**src/rtl/lpf_tdm_sched.sv**
```systemverilog
`default_nettype none
// ============================================================================
// Module   : lpf_tdm_sched
// Purpose  : One TAPS-tap low-pass MAC engine shared round-robin by NCH streams
// Revision : 1.0 - initial release
// ============================================================================
module lpf_tdm_sched #(
  parameter int NCH   = 4,
  parameter int TAPS  = 8,
  parameter int DW    = 8,
  parameter int CW    = 4,
  parameter int SHIFT = 3
) (
  input  logic              clk,
  input  logic              rst,
  input  logic [NCH-1:0]    in_valid,
  input  logic [NCH*DW-1:0] in_dat,
  output logic [NCH-1:0]    in_ready,
  input  logic              cfg_we,
  input  logic [2:0]        cfg_addr,
  input  logic [CW-1:0]     cfg_wdata,
  output logic              cfg_ack,
  output logic              busy,
  output logic              out_valid,
  output logic [2:0]        out_ch,
  output logic [DW-1:0]     out_dat
);

  localparam int CHW = $clog2(NCH);
  localparam int KW  = $clog2(TAPS);
  localparam int AW  = DW + CW + KW;
  localparam logic [AW-1:0] SAT = AW'((1 << DW) - 1);

  typedef enum logic [1:0] {
    S_IDLE = 2'd0,
    S_LOAD = 2'd1,
    S_MAC  = 2'd2,
    S_OUT  = 2'd3
  } state_t;

  state_t state, state_nxt;

  logic [DW-1:0]  hist [NCH][TAPS];
  logic [CW-1:0]  coef [TAPS];
  logic [CHW-1:0] ptr;
  logic [CHW-1:0] ch;
  logic [DW-1:0]  sample;
  logic [AW-1:0]  acc;
  logic [KW-1:0]  tap;

  logic           grant_vld;
  logic [CHW-1:0] grant;
  logic [CHW:0]   idx;
  logic [DW-1:0]  sel_dat;
  logic           xfer;
  logic           cfg_commit;
  logic           last_tap;
  logic [AW-1:0]  acc_nxt;
  logic [AW-1:0]  acc_shr;

  // First requester at or after ptr, wrapping modulo NCH.
  always_comb begin
    grant_vld = 1'b0;
    grant     = ptr;
    idx       = '0;
    for (int i = 0; i < NCH; i++) begin
      idx = {1'b0, ptr} + (CHW+1)'(i);
      if (idx >= (CHW+1)'(NCH)) idx = idx - (CHW+1)'(NCH);
      if (!grant_vld && in_valid[idx[CHW-1:0]]) begin
        grant_vld = 1'b1;
        grant     = idx[CHW-1:0];
      end
    end
  end

  always_comb begin
    sel_dat = '0;
    for (int i = 0; i < NCH; i++) begin
      if (grant == CHW'(i)) sel_dat = in_dat[i*DW +: DW];
    end
  end

  always_comb begin
    in_ready = '0;
    if (state == S_IDLE && grant_vld) in_ready[grant] = 1'b1;
  end

  assign xfer       = (state == S_IDLE) && grant_vld;
  assign cfg_commit = (state == S_IDLE) && !grant_vld && cfg_we;
  assign last_tap   = (tap == KW'(TAPS - 1));
  assign acc_nxt    = acc + AW'(hist[ch][tap]) * AW'(coef[tap]);
  assign acc_shr    = acc_nxt >> SHIFT;
  assign busy       = (state != S_IDLE);

  always_ff @(posedge clk) begin
    if (rst) state <= S_IDLE;
    else     state <= state_nxt;
  end

  always_comb begin
    state_nxt = state;
    case (state)
      S_IDLE:  if (grant_vld) state_nxt = S_LOAD;
      S_LOAD:  state_nxt = S_MAC;
      S_MAC:   if (last_tap) state_nxt = S_OUT;
      S_OUT:   state_nxt = S_IDLE;
      default: state_nxt = S_IDLE;
    endcase
  end

  always_ff @(posedge clk) begin
    if (rst) begin
      ptr       <= '0;
      ch        <= '0;
      sample    <= '0;
      acc       <= '0;
      tap       <= '0;
      cfg_ack   <= 1'b0;
      out_valid <= 1'b0;
      out_ch    <= '0;
      out_dat   <= '0;
      for (int c = 0; c < NCH; c++)
        for (int k = 0; k < TAPS; k++)
          hist[c][k] <= '0;
      for (int k = 0; k < TAPS; k++)
        coef[k] <= CW'(1);
    end else begin
      cfg_ack   <= cfg_commit;
      out_valid <= 1'b0;
      // Out-of-range tap addresses are still acknowledged so the source never stalls.
      if (cfg_commit && (int'(cfg_addr) < TAPS))
        coef[KW'(cfg_addr)] <= cfg_wdata;
      case (state)
        S_IDLE: begin
          if (xfer) begin
            ch     <= grant;
            sample <= sel_dat;
            ptr    <= (grant == CHW'(NCH - 1)) ? '0 : grant + CHW'(1);
          end
        end
        S_LOAD: begin
          hist[ch][0] <= sample;
          for (int k = 1; k < TAPS; k++)
            hist[ch][k] <= hist[ch][k-1];
          acc <= '0;
          tap <= '0;
        end
        S_MAC: begin
          acc <= acc_nxt;
          tap <= tap + KW'(1);
          if (last_tap) begin
            out_valid <= 1'b1;
            out_ch    <= 3'(ch);
            out_dat   <= (acc_shr > SAT) ? {DW{1'b1}} : acc_shr[DW-1:0];
          end
        end
        default: ;
      endcase
    end
  end

endmodule
`default_nettype wire

```
**config.mk**
```make
export PLATFORM = sky130hd
export DESIGN_NAME = lpf_tdm_sched
export DESIGN_NICKNAME = d
export VERILOG_FILES = /design/src/rtl/lpf_tdm_sched.sv
export SDC_FILE = /design/constraint.sdc
export NUM_CORES = 1
export LEC_CHECK = 0
export CAP_MARGIN = 10
export CORE_MARGIN = 2
export CORE_UTILIZATION = 54
export CTS_CLUSTER_SIZE = 8
export DETAILED_ROUTE_END_ITERATION = 8
export GPL_TIMING_DRIVEN = 0
export PLACE_DENSITY = 0.72
export RECOVER_POWER = 100
export SYNTH_ARGS = -nofsm -noshare
export SYNTH_HDL_FRONTEND = slang
export SYNTH_SLANG_ARGS = --single-unit
```
**constraint.sdc**
```tcl
create_clock -name clk -period 7.1 [get_ports clk]
set_input_delay 0.71 -clock clk [delete_from_list [all_inputs] [get_ports clk]]
set_output_delay 0.71 -clock clk [all_outputs]
set_load 0.05 [all_outputs]
```
==> PnR_summary.wiki <==
{| class="wikitable"
! Metric !! Value
|-
| Power per standard cell area || 348 nW/um^2
|-
| Residual DRC || 0
|-
| Relative contribution of sequential cells to total power || 36.3%
|-
| Timing-limited maximum frequency || 149 MHz
|-
| Final period utilization || 94.8%
|-
| Worst-Skew Late Latency || 550 ps
|-
| Detail-routed via count per cell || 5.82
|-
| Maximum vdd drop || 0.215 mV
|-
| Syn Std Cell Area || 16,900 um^2
|-
| Die outline height || 181 um
|-
| Unrepaired setup endpoints after global routing || no
|-
| CTS clk-pin slew, worst paths || 50 ps
|-
| Ant diodes || 0
|-
| Type of the most critical hold path || reg -> reg
|-
| Status || finished with violations
|-
| Most used DFF post-synth || sky130_fd_sc_hd__edfxtp_1
|-
| Commonest cells after routing, fill and taps aside || sky130_fd_sc_hd__edfxtp_1, sky130_fd_sc_hd__and2_0, sky130_fd_sc_hd__and2_1
|-
| Largest cells by area after synthesis || sky130_fd_sc_hd__edfxtp_1, sky130_fd_sc_hd__mux4_2, sky130_fd_sc_hd__and2_1
|-
| Buffer cell driving the clock tree root || sky130_fd_sc_hd__clkbuf_16
|-
| Worst Skew || 28.0 ps
|-
| Post-Synthesis Mean Instance Area || 13.4 um^2
|-
| Initial cell density of the core || 55.1%
|-
| Cts hold-fix bufs || 0
|-
| Critical path launch point type || flop
|-
| Worst Tran Pin Value || 3000 ps
|-
| Required time of the critical path || 7490 ps
|-
| Per-cell routed wire length || 21.4 um
|-
| Shortest period the worst path allows || 6730 ps
|-
| Standard cell core area || 30,700 um^2
|-
| Area grow syn2layout || 14.9%
|-
| Fraction of layout cells with a size suffix above 1 || 11.7%
|-
| Final count of pins violating max slew || 268
|-
| Syn Inst Count || 1,260
|-
| Wire length of the first global-routing pass || 60,300 um
|-
| Detail Placement HPWL || 25,500 um
|-
| Count of synthesis-stage warnings from yosys || 0
|-
| Cell-by-cell trace of the critical path || buf_2 > clkbuf_1 > mux4_2 > mux4_2 > mux2i_4 > nor2_1 > fa_1 > fa_1 > inv_1 > fa_1 > inv_1 > ha_1 > clkbuf_1 > o221ai_1 > a21oi_1 > or4_1 > a21oi_2 > a311oi_1
|-
| Count of nets after finishing || 1,475
|-
| Number of buffers inserted during clock tree synthesis || 48
|-
| Total via count in the routed design || 10,500
|-
| Data arrival time of the worst path || 7120 ps
|-
| Die Area || 32,700 um^2
|-
| Number of hold-slack violations in the final timing report || 0
|-
| Die X || 181 um
|-
| Worst-path maximum fanout || 10
|-
| Pin count of the biggest net entering global routing || 47
|-
| Fraction of registers with async set or reset after synthesis || 0%
|-
| Critical Path Slowest Stage Cell || sky130_fd_sc_hd__clkbuf_1
|-
| Number of violations reported at the end of detailed-routing iteration 0 || 1,003
|-
| Final RePlAce weighted congestion || 0.826
|-
| Number of enable-type register cells in the synthesized netlist || 288
|-
| Aggregate routed wire length || 38,400 um
|-
| Number of buffers on the longest clock path || 3
|-
| Number of storage elements in the synthesis netlist || 337
|-
| Utilization after layout || 63.3%
|-
| Cell type with the highest occurrence count on the critical path || sky130_fd_sc_hd__fa_1
|-
| Clock network power share || 31.3%
|-
| Number of I/O pins || 64
|-
| CP endpoint kind || flop
|-
| Sum of overflow across all layers after global routing || 0
|-
| Area share of the leading cell type in the synthesized netlist || 51.2%
|-
| Tightest hold margin || 470 ps
|-
| Combinational fraction of design power || 32.4%
|-
| Fraction of power spent switching nets || 33.6%
|-
| Initial antenna violation count || 1
|-
| MaxCap Viol Count || 8
|-
| Vias in the first global route || 10,900
|-
| CTS sink count || 337
|-
| Family with the most delay on the worst path || adder cells
|-
| Overall power consumption || 6750 uW
|-
| Site Rows || 64
|-
| Internal Dissipation || 4480 uW
|-
| Syn nets || 1,359
|-
| Overall fraction of global-route tracks in use || 24.0%
|-
| Aggregate negative setup slack || 0 ps
|-
| Endpoints failing setup || 0
|-
| Delay of the slowest cell on the worst path || 800 ps
|-
| Top cell type by total area after synthesis || sky130_fd_sc_hd__edfxtp_1
|-
| Count of input and output buffers || 62
|-
| Number of iterations in the first detailed-routing pass || 5
|-
| Max-Slew Margin vs Limit || -99.7%
|-
| Number of H-tree branching levels || 2
|-
| Post-cts gate resize count || 0
|-
| CTS tree || done
|-
| Switching power || 2270 uW
|-
| Buf/Inv on CP || 5
|-
| Critical setup path kind || reg -> reg
|-
| Unique cell type count in the Yosys netlist || 60
|-
| Part of the Yosys area used for sequential elements || 57.0%
|-
| Most common cell after layout, fill and taps aside || sky130_fd_sc_hd__edfxtp_1
|-
| Failing checks || capacitance limit, slew limit
|-
| Number of buffers inserted by post-CTS setup repair || 0
|-
| Static power due to leakage || 0.00689 uW
|-
| Final ANT Viol Nets || 0
|}
## area by class of cell
type,count,area [um^2]
inverter,63,236
sequential,337,9630
clock inverter,4,80.1
timing repair buffer,66,636
fill,2293,11300
buffer,75,343
clock buffer,72,1310
multi-input combinational,785,6680
tap,396,495
## through the flow
step / instance area [um^2] / worst slack (ps) / cells
4_1_cts: 19500 / 397 / 1798
3_3_place_gp: 18000 / 485 / 1718
2_1_floorplan: 16900 / 1640 / 1260
3_5_place_dp: 18100 / 450 / 1722
5_1_grt: 19400 / 52.5 / 1798
6_report: 19400 / 371 / 1798
## sequential cells by signal (all words and copies together) (netlist names), named ones only
name / cells
acc: 15
tap: 3
state: 2
ch: 2
out_valid: 1
sample: 8
cfg_ack: 1
coef: 32
hist: 256
ptr: 2
out_dat: 8
out_ch: 2
## power by group through the flow
stage	combinational (uW)	clock, uW	sequential (uW)
final	2180	2110	2450
after global routing	2390	2230	2470
after CTS	2200	2130	2440
after detailed placement	2180	0	2480
after global placement	2130	0	2480
after floorplan	1550	0	2450
## cell usage after synthesis (10+ instances only)
library cell	n
sky130_fd_sc_hd__a21oi_1	47
sky130_fd_sc_hd__a22oi_1	10
sky130_fd_sc_hd__and2_1	289
sky130_fd_sc_hd__clkbuf_1	62
sky130_fd_sc_hd__dfxtp_1	49
sky130_fd_sc_hd__edfxtp_1	288
sky130_fd_sc_hd__fa_1	21
sky130_fd_sc_hd__ha_1	32
sky130_fd_sc_hd__inv_1	62
sky130_fd_sc_hd__mux4_2	88
sky130_fd_sc_hd__nand2_1	52
sky130_fd_sc_hd__nand3_1	11
sky130_fd_sc_hd__nand3b_1	10
sky130_fd_sc_hd__nor2_1	86
sky130_fd_sc_hd__o211ai_1	12
sky130_fd_sc_hd__or2_1	16
sky130_fd_sc_hd__or3_1	10
## path summary, 6_finish.rpt
check / slack [ps] / end / depth (start not counted) / start
setup / recovery: 370 / out_dat[3] / 18 / flop
hold / removal: 470 / acc[0] / 2 / acc[0]
setup reg to reg: 370 / out_dat[3] / 18 / flop
hold reg to reg: 470 / acc[0] / 2 / acc[0]
## kinds of logic after synthesis
group           synth area share (%)
buf+inv                         3.43
compound gates                  4.65
xor+xnor                       0.259
flops                           57.0
simple gates                    16.8
fa+ha+maj                       4.86
mux                             13.0
other cells                   0.0222
## layer usage
layer	vias to the layer above	track usage, %	routed length (um)
met5	-	0	7
met4	2	6.61	752
met3	66	4.74	2870
met2	386	39.6	18700
met1	5231	32.9	16100
li1	4771	-	-
## worst min-delay path, delay by kind of cell, from the launching register on
kind,cells,cell delay (ps)
DFF,1,310
and+or+nand+nor,1,60
AOI/OAI and AO/OA,1,50
Note: power is estimated with default switching activity, not from simulation.
